**config.mk**
```make
export PLATFORM = sky130hd
export DESIGN_NAME = display_scheduler
export DESIGN_NICKNAME = d
export VERILOG_FILES = /design/src/rtl/display_pkg.sv /design/src/rtl/rr_pick4.sv /design/src/rtl/display_scheduler.sv
export SDC_FILE = /design/constraint.sdc
export NUM_CORES = 1
export LEC_CHECK = 0
export CAP_MARGIN = 40
export CORE_ASPECT_RATIO = 1.2
export CORE_MARGIN = 2
export CORE_UTILIZATION = 49
export DETAILED_ROUTE_END_ITERATION = 6
export PLACE_DENSITY_LB_ADDON = 0.1
export SLEW_MARGIN = 20
export SYNTH_ARGS = -nofsm -noshare
export SYNTH_HDL_FRONTEND = slang
export SYNTH_HIERARCHICAL = 1
export SYNTH_SLANG_ARGS = --single-unit
```
**constraint.sdc**
```tcl
create_clock -name disp_clk -period 3.31 [get_ports disp_clk]
set_clock_uncertainty 0.2 [all_clocks]
set_input_delay 0.331 -clock disp_clk [delete_from_list [all_inputs] [get_ports disp_clk]]
set_output_delay 0.331 -clock disp_clk [all_outputs]
set_load 0.02 [all_outputs]
```
**src/rtl/display_pkg.sv**
```systemverilog
// rtl/display_pkg.sv - shared types and sizes for the display scheduler
//
// Purpose : FSM state enum, requester/data/counter widths and a one-hot
//           helper shared by display_scheduler and rr_pick4.
// Ports   : none (package).

package display_pkg;

  localparam int NUM_REQ = 4;
  localparam int DATA_W  = 8;
  localparam int CNT_W   = 16;

  typedef enum logic {
    ST_IDLE = 1'b0,
    ST_HOLD = 1'b1
  } state_e;

  function automatic logic [NUM_REQ-1:0] onehot4(input logic [1:0] idx);
    return NUM_REQ'(1) << idx;
  endfunction

endpackage

```
**src/rtl/rr_pick4.sv**
```systemverilog
// rtl/rr_pick4.sv - combinational 4-way round-robin picker
//
// Purpose : pick the first active requester searching upward from
//           last_owner+1 (mod 4); last_owner itself is checked last so a
//           sole requester may win repeatedly.
// Ports   : req        in  4  request vector
//           last_owner in  2  index of the previous winner
//           any        out 1  at least one request is active
//           winner     out 2  selected index (last_owner when none active)

module rr_pick4
  import display_pkg::*;
(
  input  logic [NUM_REQ-1:0] req,
  input  logic [1:0]         last_owner,
  output logic               any,
  output logic [1:0]         winner
);

  logic       found;
  logic [1:0] idx;

  always_comb begin
    any    = |req;
    winner = last_owner;
    found  = 1'b0;
    idx    = last_owner;
    // offset 4 wraps to last_owner itself, which therefore has lowest priority
    for (int k = 1; k <= NUM_REQ; k++) begin
      idx = last_owner + 2'(k);
      if (!found && req[idx]) begin
        winner = idx;
        found  = 1'b1;
      end
    end
  end

endmodule

```
**src/rtl/display_scheduler.sv**
```systemverilog
// rtl/display_scheduler.sv - round-robin display arbiter with minimum dwell
//
// Purpose : grants one of four requesters the display for at least
//           DWELL_CYCLES cycles, forwarding the owner's value to the driver.
// Macro   : DISP_SCHED_PREEMPT_EN - requester 0 preempts any other owner.
// Ports   : disp_clk in  1   clock
//           rst_n    in  1   asynchronous active-low reset
//           req      in  4   level-sensitive requests
//           din_flat in  32  four signed bytes, requester i on [8i+7:8i]
//           ack      out 4   one-hot grant pulse
//           dout     out 8   signed value to display driver din
//           dout_en  out 1   load strobe to display driver en
//           owner    out 2   current or last owner
//           busy     out 1   high while in HOLD

module display_scheduler
  import display_pkg::*;
#(
  parameter logic [CNT_W-1:0] DWELL_CYCLES = 16'd50000
) (
  input  logic                     disp_clk,
  input  logic                     rst_n,
  input  logic [NUM_REQ-1:0]       req,
  input  logic [NUM_REQ*DATA_W-1:0] din_flat,
  output logic [NUM_REQ-1:0]       ack,
  output logic signed [DATA_W-1:0] dout,
  output logic                     dout_en,
  output logic [1:0]               owner,
  output logic                     busy
);

  state_e                     state_q, state_d;
  logic [NUM_REQ-1:0]         ack_q, ack_d;
  logic signed [DATA_W-1:0]   dout_q, dout_d;
  logic                       dout_en_q, dout_en_d;
  logic [1:0]                 owner_q, owner_d;
  logic [1:0]                 last_owner_q, last_owner_d;
  logic                       busy_q, busy_d;
  logic [CNT_W-1:0]           cnt_q, cnt_d;

  logic signed [DATA_W-1:0]   slice [NUM_REQ];
  logic                       pick_any;
  logic [1:0]                 pick_idx;
  logic                       grant;
  logic [1:0]                 grant_idx;
  logic                       preempt;

  always_comb begin
    for (int i = 0; i < NUM_REQ; i++) begin
      slice[i] = din_flat[DATA_W*i +: DATA_W];
    end
  end

  rr_pick4 u_pick (
    .req        (req),
    .last_owner (last_owner_q),
    .any        (pick_any),
    .winner     (pick_idx)
  );

`ifdef DISP_SCHED_PREEMPT_EN
  assign preempt = req[0] && (owner_q != 2'd0);
`else
  assign preempt = 1'b0;
`endif

  always_comb begin
    state_d      = state_q;
    ack_d        = '0;
    dout_d       = dout_q;
    dout_en_d    = 1'b0;
    owner_d      = owner_q;
    last_owner_d = last_owner_q;
    cnt_d        = cnt_q;
    grant        = 1'b0;
    grant_idx    = pick_idx;

    case (state_q)
      ST_IDLE: begin
        if (pick_any) grant = 1'b1;
      end
      ST_HOLD: begin
        if (preempt) begin
          grant     = 1'b1;
          grant_idx = 2'd0;
        end else if (cnt_q == '0) begin
          // dwell expired: hand over back-to-back or fall idle
          if (pick_any) grant = 1'b1;
          else          state_d = ST_IDLE;
        end else begin
          cnt_d = cnt_q - CNT_W'(1);
          // owner releasing req freezes dout but not the dwell
          if (req[owner_q] && (slice[owner_q] != dout_q)) begin
            dout_d    = slice[owner_q];
            dout_en_d = 1'b1;
          end
        end
      end
      default: state_d = ST_IDLE;
    endcase

    if (grant) begin
      state_d      = ST_HOLD;
      owner_d      = grant_idx;
      last_owner_d = grant_idx;
      dout_d       = slice[grant_idx];
      ack_d        = onehot4(grant_idx);
      dout_en_d    = 1'b1;
      cnt_d        = DWELL_CYCLES - CNT_W'(1);
    end

    busy_d = (state_d == ST_HOLD);
  end

  always_ff @(posedge disp_clk or negedge rst_n) begin
    if (!rst_n) begin
      state_q      <= ST_IDLE;
      ack_q        <= '0;
      dout_q       <= '0;
      dout_en_q    <= 1'b0;
      owner_q      <= 2'd0;
      last_owner_q <= 2'd3;
      busy_q       <= 1'b0;
      cnt_q        <= '0;
    end else begin
      state_q      <= state_d;
      ack_q        <= ack_d;
      dout_q       <= dout_d;
      dout_en_q    <= dout_en_d;
      owner_q      <= owner_d;
      last_owner_q <= last_owner_d;
      busy_q       <= busy_d;
      cnt_q        <= cnt_d;
    end
  end

  assign ack     = ack_q;
  assign dout    = dout_q;
  assign dout_en = dout_en_q;
  assign owner   = owner_q;
  assign busy    = busy_q;

endmodule
```
Word-level counts from Yosys, hierarchy flattened --
Cells that the tools add are included.
Word-level totals: register bits after elaboration 34, bits of input ports 38, output and inout port bits 16, word-level logic and storage cells 78
Operators by class: add/subtract/negate cells 4, $lt $le $gt $ge 7, equality and inequality tests 2, shift operators 1, muxes and demuxes 41, bitwise operators 3, reduce and logical (&&, ||, !) cells 13
Operators with widths (count):
- 2-to-1 mux 8 bit | 8
- 2-to-1 mux 16 bit | 3
- binary-select mux 8 bit (select 2 bit) | 2
- 2-to-1 mux 1 bit | 17
- logical NOT 16 bit | 1
- subtractor 16 x 1 -> 16 bit (second input constant) | 1
- < comparator 2 x 3 -> 1 bit (second input constant) | 5
- binary-select mux 1 bit (select 2 bit) | 5
- 2-to-1 mux 2 bit | 4
- != test 8 bit | 1
- >= comparator 3 bit (second input constant) | 2
- inverter 2 -> 3 bit | 2
- adder 2 bit (second input constant) | 2
- logical AND 1 bit | 4
- 2-to-1 mux 4 bit | 1
- nonzero test 2 bit | 2
- OR reduction 4 bit | 1
- left shift 1 x 2 -> 4 bit (first input constant) | 1
- logical NOT 1 bit | 3
- AND reduction 3 bit | 1
- adder 2 x 1 -> 2 bit (second input constant) | 1
- != test 2 bit (second input constant) | 1
- case mux 1 bit (2 select lines) | 1
- AND reduction 2 bit | 1
- inverter 1 bit | 1

Longest topological paths before layout --
word-level depth 18, gate-level depth with buffers 9, mapped depth without buffers 9

Hierarchy --
The synthesis kept the hierarchy.
Modules (own cells, without submodules):
- display_scheduler | times used 1, cells each 180, area each 2055.7 um^2, seq. area each 853.3 um^2
- rr_pick4 | times used 1, cells each 14, area each 72.6 um^2, seq. area each 0.0 um^2

Worst setup path after synthesis --
OpenSTA, ideal clock, no wires.
path kind reg2reg, start point register owner_q[0], in the netlist owner[0], end point register dout_q[0], in the netlist dout[0], library setup time 0.127 ns, arrival time 2.240 ns, slack 0.744 ns, cell stages (with the launch flop) 9, clock period less this slack 2.566 ns, cells stage by stage dfrtp_1 buf_2 mux4_2 xor2_1 nor4_1 a21o_1 buf_6 mux2i_1 a21oi_1
On the way: longest elaborated chain between the ends 8, elaborated cells between the ends (all ways) 14, classes of those cells 1 x eq/ne; 9 x mux; 1 x bitwise; 3 x reduce/logical
Ends and longest elaborated chain:
- start, declared | line display_scheduler.sv:36 | logic [1:0] owner_q, owner_d;
- start signal, assigned | line display_scheduler.sv:130 | owner_q <= owner_d;
- inverter 2 -> 3 bit (implied by the code) | line display_scheduler.sv:93, display_scheduler.sv:94
- binary-select mux 8 bit (select 2 bit) | line display_scheduler.sv:93, display_scheduler.sv:94
- 2-to-1 mux 8 bit (implied by the code) (2 in a row) | line display_scheduler.sv:93, display_scheduler.sv:94
- != test 8 bit / 2-to-1 mux 8 bit (equally long branches) | line display_scheduler.sv:93 | if (req[owner_q] && (slice[owner_q] != dout_q)) begin
- logical AND 1 bit / 2-to-1 mux 8 bit (equally long branches) | line display_scheduler.sv:93, display_scheduler.sv:86
- nonzero test 2 bit (no line) / 2-to-1 mux 8 bit (equally long branches)
- AND reduction 3 bit (no line) / 2-to-1 mux 8 bit (equally long branches)
- end signal, assigned | line display_scheduler.sv:128 | dout_q <= dout_d;
- end, declared | line display_scheduler.sv:34 | logic signed [DATA_W-1:0] dout_q, dout_d;
Parallel ways exist; a longest one is shown, timed or not. The select of a mux whose other input is x is not followed. A chain may end at the register's enable or synchronous reset.

Worst setup path in the final report --
start point register cnt_q[10], end point register dout_q[6], in the netlist dout[6]
On the way: longest elaborated chain between the ends 5, elaborated cells between the ends (all ways) 8, classes of those cells 1 x eq/ne; 3 x mux; 4 x reduce/logical
Ends and longest elaborated chain:
- start, declared | line display_scheduler.sv:39 | logic [CNT_W-1:0] cnt_q, cnt_d;
- start signal, assigned | line display_scheduler.sv:133 | cnt_q <= cnt_d;
- logical NOT 16 bit * | line display_scheduler.sv:86 | end else if (cnt_q == '0) begin
- 2-to-1 mux 1 bit | line display_scheduler.sv:86
- case mux 1 bit (2 select lines) | line display_scheduler.sv:78 | case (state_q)
- != test 2 bit (no line) / nonzero test 2 bit (equally long branches)
- AND reduction 3 bit (no line)
Mark *: on every way between the ends. The rest lies on a longest branch, timed or not.

==> impl_metrics.ini <==
[run_status]
status = finished, final reports clean

[layout]
fillers = 342
finalNetCount = 291
postLayoutCellArea_um2 = 2810
n_antenna_cell = 0
area_delta_synth_final_pct = 32.0
drive_gt1_frac = 0.175

[clocking]
cts_tree = yes
htree_num_levels = 2
numCtsBuffers = 5
clk_pin_slew_ps = 70
cts_setup_buffers = 0
clk_path_buf_depth = 2
clk_latency_ps = 290
cts-resized-gates = 0
ctsHoldBuffers = 0
clock_sinks = 34
cts_root_buffer = clkbuf_8

[sta]
fmax_ghz = 0.348
drv_slew = 0
setup-tns-final_ps = 0
period_needed_ps = 2870
finalSetupViolCount = 0
layout_worst_path_cycle_share = 0.867
relSlewSlack = 0.522
worst_slew_pin_slew_ps = 715
hold_viol = 0
holdWs_ps = 246
rsz0062_at_grt = false

[synth]
synth_cells = 194
yosys.area.top_type_share = 0.376
synthArstFlopShare = 1.00
yosysTopAreaCell = dfrtp_1
ys_top_cells_by_area = dfrtp_1, mux4_2, mux2i_1
yosysWarnings = 6
syn-cell-area_um2 = 2130
ys_seq_area_frac = 0.401
syn_nets = 234
ys.flop_type = dfrtp_1
syn_avg_cell_area_um2 = 11.0
synth_seq_cells = 34
synth_edf_count = 0
synth.distinct_cells = 43

[global_route]
grt_usage = 0.209
antenna_found_initial = 0
grt_pass1_wl_um = 8020
grt_max_degree = 35
grt.overflow.total = 0
first_global_vias = 1671

[worst_setup_path]
crit_path_top_delay_cell = or4_4
required_ps = 3270
cp_slowest_stage_delay_ps = 580
setup.worst_path.start_class = flop
critPathKind = reg2reg
cpMostUsedCell = or4_4
reg2reg_to = dout[6]
worst_r2r_startpoint = cnt_q[10]
crit_arrival_ps = 2830
r2r_cells = 6
cp_cell_sequence = or4_4 -> or4_4 -> o211ai_2 -> a21o_1 -> mux2i_1 -> a21oi_1
cp-end-kind = flop
path_max_fanout = 9
ff2ff_setup_slack_ps = 440

[die]
die_w_um = 64.2
die_height_um = 76.2
coreArea_um2 = 4230
num_rows = 26
die-area_um2 = 4890
io_pins = 54
initial_utilization = 0.503

[route]
num_vias = 1727
drt_iter0_drc = 45
dr.pass1.iters = 4
finalWirelength_um = 4670
avgRoutedWirePerCell_um = 15.2
ant_nets = 0
viasPerCell = 5.61
drc = 0

[power_and_ir_drop]
p_leak_nw = 1.10
max-vdd-ir-drop_mv = 0.281
power_density_nw_per_um2 = 329
power_w = 0.000925

[placement]
dpl_cell_area_um2 = 2720
post-dp-hpwl_um = 3410
gp_congestion = 0.774
io_buffers = 53

[hold_path]
hp-class = in2async

[run]
max_cap_violations = 0
[cell families (layout without fill, tap and decap cells)]
logic type	after synthesis	after routing	synth area share
buffers and inverters	14	72	0.0353
XOR/XNOR	9	9	0.0370
flip-flops	34	34	0.401
AO/OA/AOI/OAI	43	43	0.127
multiplexers	27	27	0.227
adder cells (fa/ha/maj)	2	2	0.0118
AND/OR/NAND/NOR	65	65	0.161
[metrics by stage]
step / worst slack (ps) / instances / utilization
after floorplan: 744 / 194 / -
after global placement: 381 / 300 / 0.643
after detailed placement: 386 / 300 / 0.643
after CTS: 440 / 308 / 0.664
after global routing: 293 / 308 / 0.664
final: 439 / 308 / 0.664
[synthesized netlist by cell type (3+ instances only)]
cell,instances
a21oi_1,14
buf_2,3
dfrtp_1,32
inv_1,4
mux2i_1,10
mux4_2,17
nand2_1,19
nor2_1,15
nor3_1,7
nor4_1,3
o21ai_0,11
o21ai_1,5
o311ai_0,3
o41ai_1,4
or3_1,3
xor2_1,8
[critical path, delay by kind of cell, from the launching register on]
| kind | cells | cell delay (ps) |
|---|---|---|
| and+or+nand+nor | 2 | 1150 |
| muxes | 1 | 250 |
| AOI/OAI and AO/OA | 3 | 700 |
| DFF | 1 | 450 |
[layout make-up]
class,instances,area (um^2),area share
Clock buffer,7,86.3,0.0307
Clock inverter,1,5.00,0.00178
Inverter,5,18.8,0.00668
Multi-Input combinational cell,146,1200,0.427
Sequential cell,34,853,0.304
Tap cell,56,70.1,0.0249
Timing Repair Buffer,59,576,0.205
[how the worst max path moves through the flow]
stage / from / to / cells past startpoint
after floorplan: owner[0] / dout[0] / 8
final: cnt_q[10] / dout[6] / 6
after global routing: cnt_q[10] / dout[6] / 6
after global placement: din_flat[29] / dout[4] / 7
after detailed placement: din_flat[29] / dout[6] / 7
after CTS: cnt_q[10] / dout[6] / 6
[sequential cells by signal, indices dropped and copies added, names as in the netlist]
name          cells
ack               4
busy              1
cnt_q            16
dout              8
dout_en           1
last_owner_q      2
owner             2
[cells in the final DEF, fill, tap and decap left out, types with 7 or more instances in the layout]
master           count
clkdlybuf4s50_1     53
dfrtp_1             32
nand2_1             19
mux4_2              17
nor2_1              15
a21oi_1             14
o21ai_0             11
mux2i_1             10
xor2_1               8
nor3_1               7
[per-layer routing]
metal  global-route usage  vias up  part of all wire  routed length [um]
met2                0.338       36              0.51                2380
met1                0.280      839              0.42                1990
met4               0.0638        0             0.013                  63
met5                    0        -                 0                   0
met3               0.0487        4             0.051                 237
li1                     -      848                 -                   -
[power by group]
| group | internal (W) | leakage, nW | switching (W) |
|---|---|---|---|
| clock network | 0.000168 | 0.0482 | 0.000150 |
| logic | 0.000102 | 0.657 | 0.0000688 |
| registers | 0.000426 | 0.391 | 0.00000980 |
| total | 0.000696 | 1.10 | 0.000229 |
No activity file was read; power rests on OpenSTA's default activity.
